$ cat src/rtl/game_session_ctl.sv
// Duck-hunt game-session controller: sequences START -> INTRO -> HUNT -> ROUND_END -> GAME_OVER
// for NUM_TARGETS targets and owns magazine, bullet, score, round, round-timer and high-score state.
// Ports: frame_tick/start_click/shot/reload/target_hit in; screen enables, target_spawn/target_alive,
//        bullets_in_magazine, bullets_left, my_score, high_score, round_num, round_time, show_reload out.
// All outputs are registered and change one cycle after the input that triggers them.
module game_session_ctl #(
   parameter int NUM_TARGETS   = 2,
   parameter int MAG_SIZE      = 3,
   parameter int TOTAL_BULLETS = 20,
   parameter int ROUNDS        = 5,
   parameter int ROUND_FRAMES  = 600,
   parameter int INTRO_FRAMES  = 120,
   parameter int SCORE_W       = 7
) (
   input  logic                   clk,
   input  logic                   rst,
   input  logic                   frame_tick,
   input  logic                   start_click,
   input  logic                   shot,
   input  logic                   reload,
   input  logic [NUM_TARGETS-1:0] target_hit,
   output logic                   start_screen_enable,
   output logic                   game_enable,
   output logic                   hunt_active,
   output logic                   game_end_enable,
   output logic [NUM_TARGETS-1:0] target_spawn,
   output logic [NUM_TARGETS-1:0] target_alive,
   output logic [2:0]             bullets_in_magazine,
   output logic [6:0]             bullets_left,
   output logic [SCORE_W-1:0]     my_score,
   output logic [SCORE_W-1:0]     high_score,
   output logic [3:0]             round_num,
   output logic [11:0]            round_time,
   output logic                   show_reload
);

   typedef enum logic [2:0] {
      S_START, S_INTRO, S_HUNT, S_ROUND_END, S_GAME_OVER
   } state_t;

   localparam logic [2:0]         MAG_L    = 3'(MAG_SIZE);
   localparam logic [6:0]         TOT_L    = 7'(TOTAL_BULLETS);
   localparam logic [3:0]         ROUNDS_L = 4'(ROUNDS);
   localparam logic [11:0]        RF_L     = 12'(ROUND_FRAMES);
   localparam logic [11:0]        IF_L     = 12'(INTRO_FRAMES);
   localparam logic [SCORE_W:0]   CAP_W    = (SCORE_W+1)'(99);
   localparam logic [SCORE_W-1:0] CAP_L    = SCORE_W'(99);

   state_t                   state_q, state_d;
   logic [11:0]              cnt_q, cnt_d;
   logic [2:0]               mag_q, mag_d;
   logic [6:0]               left_q, left_d;
   logic [SCORE_W-1:0]       score_q, score_d, high_q, high_d;
   logic [3:0]               round_q, round_d;
   logic [11:0]              time_q, time_d;
   logic [NUM_TARGETS-1:0]   alive_q, alive_d, spawn_q, spawn_d;
   logic                     reload_q, reload_d;
   logic                     start_en_q, start_en_d, game_en_q, game_en_d;
   logic                     hunt_q, hunt_d, end_en_q, end_en_d;

   // HUNT-phase candidate values; only committed while in HUNT
   logic [NUM_TARGETS-1:0]   hits, alive_h;
   logic [3:0]               hit_cnt;
   logic [SCORE_W:0]         score_sum;
   logic [SCORE_W-1:0]       score_h;
   logic [2:0]               mag_h, refill;
   logic [6:0]               left_h;
   logic [11:0]              time_h;
   logic                     reload_h, round_over, pause_done;

   // A pause expires on the tick that takes the counter from 1 to 0.
   assign pause_done = frame_tick && (cnt_q <= 12'd1);

   // The magazine never holds more than the bullets that remain.
   assign refill = (left_q >= {4'b0, MAG_L}) ? MAG_L : left_q[2:0];

   always_comb begin
      hits    = target_hit & alive_q;
      hit_cnt = '0;
      for (int i = 0; i < NUM_TARGETS; i++) begin
         hit_cnt = hit_cnt + {3'b0, hits[i]};
      end
      score_sum = {1'b0, score_q} + (SCORE_W+1)'(hit_cnt);
      score_h   = (score_sum > CAP_W) ? CAP_L : score_sum[SCORE_W-1:0];
   end

   always_comb begin
      mag_h    = mag_q;
      left_h   = left_q;
      alive_h  = alive_q;
      reload_h = reload_q;
      time_h   = time_q;
      if (shot) begin
         // shot takes priority; a simultaneous reload is dropped
         if (mag_q != 3'd0) begin
            mag_h   = mag_q - 3'd1;
            left_h  = left_q - 7'd1;
            alive_h = alive_q & ~hits;
         end else begin
            reload_h = 1'b1;
         end
      end else if (reload) begin
         mag_h    = refill;
         reload_h = 1'b0;
      end
      if (frame_tick && (time_q != 12'd0)) begin
         time_h = time_q - 12'd1;
      end
   end

   // Round end is judged on the post-shot, post-tick values of this cycle.
   assign round_over = (alive_h == '0) || (time_h == 12'd0) || (left_h == 7'd0);

   // ---------------- state register ----------------
   always_ff @(posedge clk or posedge rst) begin
      if (rst) state_q <= S_START;
      else     state_q <= state_d;
   end

   // ---------------- next-state logic ----------------
   always_comb begin
      state_d = state_q;
      case (state_q)
         S_START:     if (start_click) state_d = S_INTRO;
         S_INTRO:     if (pause_done)  state_d = S_HUNT;
         S_HUNT:      if (round_over)  state_d = S_ROUND_END;
         S_ROUND_END: if (pause_done)
                         state_d = ((round_q == ROUNDS_L) || (left_q == 7'd0)) ? S_GAME_OVER : S_INTRO;
         S_GAME_OVER: if (start_click) state_d = S_INTRO;
         default:     state_d = S_START;
      endcase
   end

   // ---------------- output decode ----------------
   always_comb begin
      start_en_d = (state_d == S_START);
      game_en_d  = (state_d == S_INTRO) || (state_d == S_HUNT) || (state_d == S_ROUND_END);
      hunt_d     = (state_d == S_HUNT);
      end_en_d   = (state_d == S_GAME_OVER);
      spawn_d    = ((state_q == S_INTRO) && (state_d == S_HUNT)) ? '1 : '0;
   end

   // ---------------- game data next-state ----------------
   always_comb begin
      cnt_d    = cnt_q;
      mag_d    = mag_q;
      left_d   = left_q;
      score_d  = score_q;
      high_d   = high_q;
      round_d  = round_q;
      time_d   = time_q;
      alive_d  = alive_q;
      reload_d = reload_q;
      case (state_q)
         S_START, S_GAME_OVER: begin
            if (start_click) begin
               score_d  = '0;
               round_d  = 4'd1;
               left_d   = TOT_L;
               mag_d    = MAG_L;
               reload_d = 1'b0;
               alive_d  = '0;
               cnt_d    = IF_L;
            end
         end
         S_INTRO: begin
            if (frame_tick) cnt_d = cnt_q - 12'd1;
            if (pause_done) begin
               alive_d = '1;
               time_d  = RF_L;
            end
         end
         S_HUNT: begin
            mag_d    = mag_h;
            left_d   = left_h;
            alive_d  = alive_h;
            reload_d = reload_h;
            time_d   = time_h;
            if (shot && (mag_q != 3'd0)) score_d = score_h;
            if (round_over) begin
               alive_d = '0;
               cnt_d   = IF_L;
            end
         end
         S_ROUND_END: begin
            if (frame_tick) cnt_d = cnt_q - 12'd1;
            if (pause_done) begin
               if (state_d == S_GAME_OVER) begin
                  high_d = (score_q > high_q) ? score_q : high_q;
               end else begin
                  round_d = round_q + 4'd1;
                  cnt_d   = IF_L;
               end
            end
         end
         default: ;
      endcase
   end

   always_ff @(posedge clk or posedge rst) begin
      if (rst) begin
         cnt_q      <= '0;
         mag_q      <= MAG_L;
         left_q     <= TOT_L;
         score_q    <= '0;
         high_q     <= '0;
         round_q    <= '0;
         time_q     <= '0;
         alive_q    <= '0;
         spawn_q    <= '0;
         reload_q   <= 1'b0;
         start_en_q <= 1'b1;
         game_en_q  <= 1'b0;
         hunt_q     <= 1'b0;
         end_en_q   <= 1'b0;
      end else begin
         cnt_q      <= cnt_d;
         mag_q      <= mag_d;
         left_q     <= left_d;
         score_q    <= score_d;
         high_q     <= high_d;
         round_q    <= round_d;
         time_q     <= time_d;
         alive_q    <= alive_d;
         spawn_q    <= spawn_d;
         reload_q   <= reload_d;
         start_en_q <= start_en_d;
         game_en_q  <= game_en_d;
         hunt_q     <= hunt_d;
         end_en_q   <= end_en_d;
      end
   end

   assign start_screen_enable = start_en_q;
   assign game_enable         = game_en_q;
   assign hunt_active         = hunt_q;
   assign game_end_enable     = end_en_q;
   assign target_spawn        = spawn_q;
   assign target_alive        = alive_q;
   assign bullets_in_magazine = mag_q;
   assign bullets_left        = left_q;
   assign my_score            = score_q;
   assign high_score          = high_q;
   assign round_num           = round_q;
   assign round_time          = time_q;
   assign show_reload         = reload_q;

endmodule

$ cat config.mk
export PLATFORM = sky130hd
export DESIGN_NAME = game_session_ctl
export DESIGN_NICKNAME = d
export VERILOG_FILES = /design/src/rtl/game_session_ctl.sv
export SDC_FILE = /design/constraint.sdc
export NUM_CORES = 1
export LEC_CHECK = 0
export ABC_CLOCK_PERIOD_IN_PS = 2700
export BUFFER_PORTS_ARGS = -buffer_cell sky130_fd_sc_hd__buf_2
export CORE_AREA = 10 10 99 101
export CTS_BUF_LIST = sky130_fd_sc_hd__clkbuf_16
export DETAILED_ROUTE_END_ITERATION = 6
export DIE_AREA = 0 0 109 111
export PLACE_DENSITY = 0.75
export SYNTH_ARGS = -nofsm -noshare
export SYNTH_HDL_FRONTEND = slang
export SYNTH_SLANG_ARGS = --single-unit
$ cat constraint.sdc
create_clock -name clk -period 2.7 [get_ports clk]
set_clock_uncertainty 0.1 [all_clocks]
set_input_delay 0.54 -clock clk [delete_from_list [all_inputs] [get_ports clk]]
set_output_delay 0.54 -clock clk [all_outputs]
set_load 0.01 [all_outputs]
After elaboration in Yosys (flattened, before gate mapping)
Cells that the tools add are included.
- input port bits: 8
- register bits after elaboration: 64
- logic and storage cells: 124
- eq/ne operators: 18
- $lt $le $gt $ge: 4
- bitwise logic cells: 3
- $add $sub $neg: 7
- reductions and logical operators: 32
- mux-type cells: 45
- operators with widths (cell ; count):
    2-to-1 mux 12 bit ; 7
    case mux 12 bit (4 select lines) ; 1
    2-to-1 mux 7 bit ; 6
    2-to-1 mux 3 bit ; 10
    case mux 7 bit (2 select lines) ; 2
    case mux 12 bit (2 select lines) ; 1
    subtractor 12 x 1 -> 12 bit, second input constant ; 2
    AND reduction 4 bit ; 4
    zero test 7 bit ; 2
    == test 3 x 2 -> 1 bit, second input constant ; 4
    less-or-equal comparator 12 x 1 -> 1 bit, second input constant ; 1
    zero test 12 bit ; 1
    2-to-1 mux 2 bit ; 6
    2-to-1 mux 4 bit ; 3
    case mux 3 bit (4 select lines) ; 1
    nonzero test 12 bit ; 1
    inequality test 2 bit, second input constant ; 5
    inequality test 3 bit, second input constant ; 3
    AND reduction 3 bit ; 3
    adder 7 x 2 -> 8 bit ; 1
    greater-than comparator 8 x 7 -> 1 bit, second input constant ; 1
    case mux 4 bit (2 select lines) ; 1
    >= comparator 7 x 2 -> 1 bit, second input constant ; 1
    greater-than comparator 7 bit ; 1
    23 further kinds ; 41

Logic depth before layout (Yosys ltp)
Gate-level depths: netlist of run 1.
- depth in word-level cells: 14
- depth in mapped cells: 11
- gate-level depth less buffers: 10

Worst setup path before layout of run 1
Ideal clock, no wire load.
- kind: flip-flop to flip-flop
- start: reg time_q[1], in the netlist round_time[1]
- end: reg cnt_q[8]
- data arrival time: 2.791 ns
- required time: 2.474 ns
- setup slack: -0.317 ns
- stages on the path, launching flop included: 11
- cells stage by stage: dfrtp_1 > inv_1 > ha_1 > buf_2 > or3b_2 > or3_4 > mux2i_1 > nor4_1 > a31oi_2 > o21a_4 > a221o_1
- longest elaborated chain between the ends: 12
- ends and longest elaborated chain (item ; line ; RTL):
    start, declared ; 55 ; logic [11:0] time_q, time_d;
    start signal, assigned ; 223 ; time_q <= time_d;
    parallel branches: the longest is 2 deep, another holds subtractor 12 x 1 -> 12 bit ; -- ;
    2-to-1 mux 12 bit * ; 106 ; if (frame_tick && (time_q != 12'd0)) begin
    zero test 12 bit * ; 112 ; assign round_over = (alive_h == '0) || (time_h == 12'd0) || (left_h == 7'd0);
    logical OR 1 bit * (2 in a row) ; 112 ;
    2-to-1 mux 3 bit ; 126 ; S_HUNT: if (round_over) state_d = S_ROUND_END;
    case mux 3 bit (4 select lines) ; 123 ; case (state_q)
    == test 3 bit ; 188 ; if (state_d == S_GAME_OVER) begin
    2-to-1 mux 12 bit ; 188 ;
    2-to-1 mux 12 bit ; 187 ; if (pause_done) begin
    case mux 12 bit (4 select lines) ; 154 ; case (state_q)
    end signal, assigned ; 217 ; cnt_q <= cnt_d;
    end, declared ; 50 ; logic [11:0] cnt_q, cnt_d;
Mark *: on every way between the ends.
A chain may end at the register's enable or synchronous reset.

Worst setup path in the final report of run 1
- start: reg time_q[0], in the netlist round_time[0]
- end: reg cnt_q[8]
Same word-level chain as after synthesis.

==> metrics.md, run 1 <==
| Metric | Value |
|---|---|
| Gr usage total | 18.8% |
| Detailed Routing Iterations Pass 1 | 5 |
| First-pass GRT wire length | 18.9 mm |
| # DRC | 0 |
| H-tree Lvls | 3 |
| Vias per cell | 5.78 |
| Syn. warnings | 0 |
| Final worst-path cycle share | 104% |
| Clock tree from TritonCTS | yes |
| Die area | 0.0121 sq mm |
| Failing checks | setup timing |
| Maxcap violations | 0 |
| Hold WC Path Type | input port to async pin |
| Root buf cell | clkbuf_16 |
| DRT antenna net count | 0 |
| Cts bufs inserted | 9 |
| Final WL | 11.2 mm |
| Top-count cell post-synth | dfrtp_1 |
| I/O pin cnt | 57 |
| Initial Util | 50.1% |
| Final GP Congestion | 0.929 |
| Layout cells sized above 1 | 34.8% |
| Core Box Area | 0.00797 sq mm |
| Setup ws final | -105 ps |
| Status | complete, but fails checks |
| Die H | 111 microns |
| Final Non-Filler Cells | 686 |
| Final Slew Violations | 0 |
| Most frequent cells after synthesis | 58 x dfrtp_1, 44 x nor2_1, 38 x o21ai_0 |
| Post-CTS Hold Buffers | 0 |
| Initial antenna violation count | 0 |
| Setup Viol. Count Final | 8 |
| VDD IR max | 0.000661 V |
| Synth cell types | 67 |
| Hold WS | 153 ps |
| Slew margin rel. | 48.8% |
| FF+latch count, synth | 63 |
| Top cell type's share of synthesized area | 36.3% |
| Die width | 109 microns |
| Via count | 3966 |
| Syn Std Cell Area | 0.00400 sq mm |
| NumNets Final | 602 |
| Antenna Cells | 0 |
| Dpl hpwl | 7.99 mm |
| Max Fclk | 0.357 GHz |
| CP Max Fanout | 7 |
| Wire per inst | 16.4 microns |
| Syn Area/Cell | 8.73 sq um |
| Ys async rst share | 100% |
| Area Growth Syn to Fin | 33.6% |
| Pre-CTS WS | -124 ps |
| Grt ovf | 0 |
| EDFF count, synth | 0 |
| Startpoint Class | flip-flop |
| WP data required | 2810 ps |
| Worst-Margin Slew | 765 ps |
| Syn nets | 484 |
| DRT iter0 DRCs | 180 |
| Largest net degree at the start of global routing | 64 |
| CTS sink cnt | 63 |
| Primary FF master, synth | dfrtp_1 |
| CP Capture Type | flip-flop |
| Number of global-route vias before repair | 3924 |
| Worst EP arrival | 2920 ps |
| Largest area contributor in the synthesized netlist | dfrtp_1 |
| Longest Clk Path Bufs | 2 |
| Crit Path Class | flip-flop to flip-flop |
| R2r setup slk | -110 ps |
| Pwr per Cell Area | 966 mW/mm^2 |
| Sequential area share after synthesis | 39.6% |
| Pleak | 2.55 nW |
| Worst-Skew Late Latency | 340 ps |
| Hold Vio Cnt, Final | 0 |
| Area contributors post-synth | dfrtp_1 36%, ha_1 5.3%, o21ai_0 4.8% |
| Num rows | 33 |
| Min Tclk post-route | 2810 ps |
| Clock Pin Slew Worst Setup and Hold Paths | 60 ps |
| PortBufs | 56 |
| Cell count after synthesis | 458 |
| Cells after DPL | 664 |
| RSZ-0062 raised after global routing | true |
==> cell usage in the layout (no fill, tap or decap), types with 9 or more instances in the layout <==
cell type,instances
a21oi_1,21
and3_1,11
buf_2,56
buf_4,66
clkbuf_16,9
dfrtp_1,56
ha_1,15
inv_1,31
nand2_1,26
nand3_1,20
nor2_1,43
nor3_1,14
o21ai_0,28
==> final cells by class <==
type | count | area [sq um]
flip-flops and latches | 63 | 1590
repair buffers | 127 | 841
clock inverters | 7 | 77.6
fillers | 611 | 2630
inverters | 34 | 128
clock buffers | 9 | 225
multi-input cells | 341 | 2350
well taps | 105 | 131
==> worst max-delay path, cell delays in order (launching register included) <==
cell and delay (ps):
dfrtp_2 400, inv_2 70, ha_4 130, or3b_4 380
or3_4 400, a21oi_2 160, a21boi_1 300, a31oi_4 160
o21a_4 250, a221o_1 320
==> per-stage QoR <==
step,total power [mW],cell area (sq um),setup TNS [ps],utilization (%)
finish,5.16,5340,-294,67.0
global route,5.49,5340,-1010,67.0
global placement,3.56,4810,-782,60.4
CTS,4.94,5200,-73.1,65.2
floorplan,2.80,4010,-1550,-
detailed placement,3.64,4810,-1480,60.4
==> logic make-up (layout without fill, tap and decap cells) <==
family | count (synthesis) | count (layout) | share of synthesized area [%]
XOR/XNOR | 5 | 5 | 1.10
flip-flops | 63 | 63 | 39.6
adder cells (fa/ha/maj) | 18 | 18 | 5.82
AND/OR/NAND/NOR | 184 | 184 | 24.4
multiplexers | 12 | 12 | 3.22
buffers and inverters | 54 | 177 | 5.79
AO/OA/AOI/OAI | 122 | 122 | 20.0
==> power by group <==
group | internal (mW) | switching, mW | total (mW)
registers | 1.22 | 0.264 | 1.49
logic | 1.15 | 1.32 | 2.47
clock network | 0.724 | 0.478 | 1.20
total | 3.10 | 2.06 | 5.16
==> state kept, by name (all words and copies together), names as in the netlist <==
signal / count
hunt_active: 1
bullets_in_magazine: 3
start_screen_enable: 1
cnt_q: 12
game_end_enable: 1
target_alive: 2
target_spawn: 1
bullets_left: 7
high_score: 7
show_reload: 1
state_q: 3
round_num: 4
game_enable: 1
round_time: 12
my_score: 7
==> repair_timing <==
action                     in CTS  in global routing
resized for setup              17                 31
pin swaps                      13                 11
setup endpoints to repair      21                 29
buffers inserted                2                  4
==> metal layers <==
metal  vias up  wire (microns)  global-route usage [%]
met3        11             654                    4.24
li1       1909               -                       -
met4         0             130                    4.22
met1      1945            4920                    24.1
met5         -               0                       0
met2       101            5540                    30.9
==> path summary, 6_finish.rpt <==
path | start | endpoint | depth (start not counted)
worst max-delay path | round_time[0] | cnt_q[8] | 9
worst min register to register | show_reload | show_reload | 2
worst min-delay path | rst | cnt_q[3] | 3
max in group asynchronous | rst | bullets_left[4] | 3
worst max register to register | round_time[0] | cnt_q[8] | 9
min in group clk | show_reload | show_reload | 2
Power figures use the tool's default switching activity.
==> run 2: changes to the inputs <==
--- a/config.mk
+++ b/config.mk
@@ -12,6 +12,7 @@
 export DETAILED_ROUTE_END_ITERATION = 6
 export DIE_AREA = 0 0 109 111
 export PLACE_DENSITY = 0.75
+export SETUP_SLACK_MARGIN = 0.4
 export SYNTH_ARGS = -nofsm -noshare
 export SYNTH_HDL_FRONTEND = slang
 export SYNTH_SLANG_ARGS = --single-unit
==> metrics.md, run 2 (synthesis results as in run 1) <==
| Metric | Value |
|---|---|
| CP Max Fanout | 11 (+4) |
| Total power | 5.35 mW (+3.6%) |
| Worst-Margin Slew | 1100 ps (+333 ps) |
| CP Capture Type | flip-flop |
| Max Fclk | 0.360 GHz (+0.97%) |
| I/O pin cnt | 57 (unchanged) |
| Maxcap violations | 0 (unchanged) |
| DRT antenna net count | 0 (unchanged) |
| DRT iter0 DRCs | 328 (+82%) |
| Initial antenna violation count | 0 (unchanged) |
| Longest Clk Path Bufs | 2 (unchanged) |
| Initial Util | 50.1% (unchanged) |
| Antenna Cells | 0 (unchanged) |
| Worst-Skew Late Latency | 340 ps (about the same) |
| Fin area | 0.00553 sq mm (+3.5%) |
| Clock Pin Slew Worst Setup and Hold Paths | 60 ps (about the same) |
| Commonest cells after routing, fill and taps aside | 58 x buf_4, 57 x dfrtp_1, 56 x buf_2 |
| Final WL | 11.9 mm (+6.2%) |
| Core Box Area | 0.00797 sq mm (unchanged) |
| Largest net degree at the start of global routing | 28 (-56%) |
| First-pass GRT wire length | 19.1 mm (+0.87%) |
| Worst Path Buf+Inv | 0 (-1) |
| R2r setup slk | -80 ps (+30 ps) |
| Min Tclk post-route | 2780 ps (-27.1 ps) |
| Hold Vio Cnt, Final | 0 (unchanged) |
| PortBufs | 56 (unchanged) |
| Hold WC Path Type | input port to async pin |
| Die H | 111 microns (unchanged) |
| Grt ovf | 0 (unchanged) |
| VDD IR max | 0.000543 V (-18%) |
| RSZ-0062 raised after global routing | true |
| Failing checks | setup timing |
| DP Area | 0.00473 sq mm (-1.6%) |
| Setup Viol. Count Final | 12 (+4) |
| Number of global-route vias before repair | 3822 (-2.6%) |
| Cell mode on critical path | nor2_1 |
| Num rows | 33 (unchanged) |
| Startpoint Class | flip-flop |
| Root buf cell | clkbuf_16 |
| Wire per inst | 17.5 microns (+6.5%) |
| Cts bufs inserted | 9 (unchanged) |
| Post-CTS Hold Buffers | 0 (unchanged) |
| Via count | 3998 (+0.81%) |
| Gr usage total | 19.1% (+0.33 points) |
| Pleak | 2.62 nW (+2.7%) |
| Final Slew Violations | 0 (unchanged) |
| Commonest non-fill, non-tap cell in the layout | buf_4 |
| Worst EP arrival | 2940 ps (+20 ps) |
| H-tree Lvls | 3 (unchanged) |
| Slowest CP cell | nor2_1 |
| Clock tree from TritonCTS | yes |
| Slowest stage delay, CP | 870 ps (+470 ps) |
| Layout cells sized above 1 | 37.5% (+2.7 points) |
| # DRC | 0 (unchanged) |
| Slew margin rel. | 26.6% (-22 points) |
| Pwr per Cell Area | 968 mW/mm^2 (+0.14%) |
| Fillcell total | 564 (-7.7%) |
| Status | complete, but fails checks |
| Detailed Routing Iterations Pass 1 | 4 (-1) |
| NumNets Final | 600 (-0.33%) |
| Final worst-path cycle share | 103% (-1.0 points) |
| CP Cell Sequence | nand2b_1, nor2_1, nor2_1, a21oi_1, nor2_1, a31oi_1 |
| Vias per cell | 5.85 (+1.1%) |
| WP data required | 2860 ps (+50 ps) |
| Die area | 0.0121 sq mm (unchanged) |
| Setup ws final | -77.9 ps (+27.1 ps) |
| Area Growth Syn to Fin | 38.3% |
| Crit Path Class | flip-flop to flip-flop |
| Final GP Congestion | 0.918 (-1.1%) |
| Die width | 109 microns (unchanged) |
| CP top delay family | simple AND/OR/NAND/NOR gates |
| Dpl hpwl | 7.87 mm (-1.5%) |
| CTS sink cnt | 63 (unchanged) |
## run 2: stage by stage
stage,instances,worst slack (ps),TNS (ps),util [%],hold WS [ps]
5_1_grt,684,-254,-2770,69.3,175
3_3_place_gp,648,-51.2,-133,59.4,395
6_report,684,-77.9,-339,69.3,137
2_1_floorplan,458,-247,-1550,-,392
4_1_cts,678,-30.9,-30.9,67.0,160
3_5_place_dp,648,-137,-570,59.4,411
## run 2: final timing paths
kind	cells past startpoint	to	start
worst min-delay path	2	game_end_enable	rst
worst max-delay path	6	bullets_left[2]	state_q[1]
max in group asynchronous	3	bullets_left[2]	rst
worst max register to register	6	bullets_left[2]	state_q[1]
min in group clk	2	show_reload	show_reload
worst min register to register	2	show_reload	show_reload
## run 2: worst reg2reg max path, delay by kind of cell (launching register included)
family             cells  cell delay (ps)
AOI/OAI and AO/OA      2              420
and+or+nand+nor        4             1650
DFF                    1              550
## run 2: timing repair
action	CTS	global route
gates resized for setup	48	32
setup buffers	14	6
pin swaps	25	20
setup endpoints to repair	45	58
## run 2: layer usage
metal | routed length (microns) | global-route usage (%) | part of all wire, %
met5 | 0 | 0 | 0
met4 | 261 | 7.12 | 2.2
met3 | 848 | 4.30 | 7.1
met2 | 5950 | 30.9 | 50
met1 | 4880 | 23.9 | 41
## run 2: area by class of cell
cell class                      count  area, sq um  area share (%)
Timing Repair Buffer              125          848            15.4
Sequential cell                    63         1580            28.7
Multi-Input combinational cell    341         2480            44.9
Clock inverter                      7          125            2.26
Inverter                           34          130            2.36
Tap cell                          105          131            2.38
Clock buffer                        9          225            4.08
## run 2: power breakdown
| group | switching (mW) | internal [mW] |
|---|---|---|
| registers | 0.265 | 1.22 |
| logic | 1.35 | 1.12 |
| clock network | 0.473 | 0.915 |
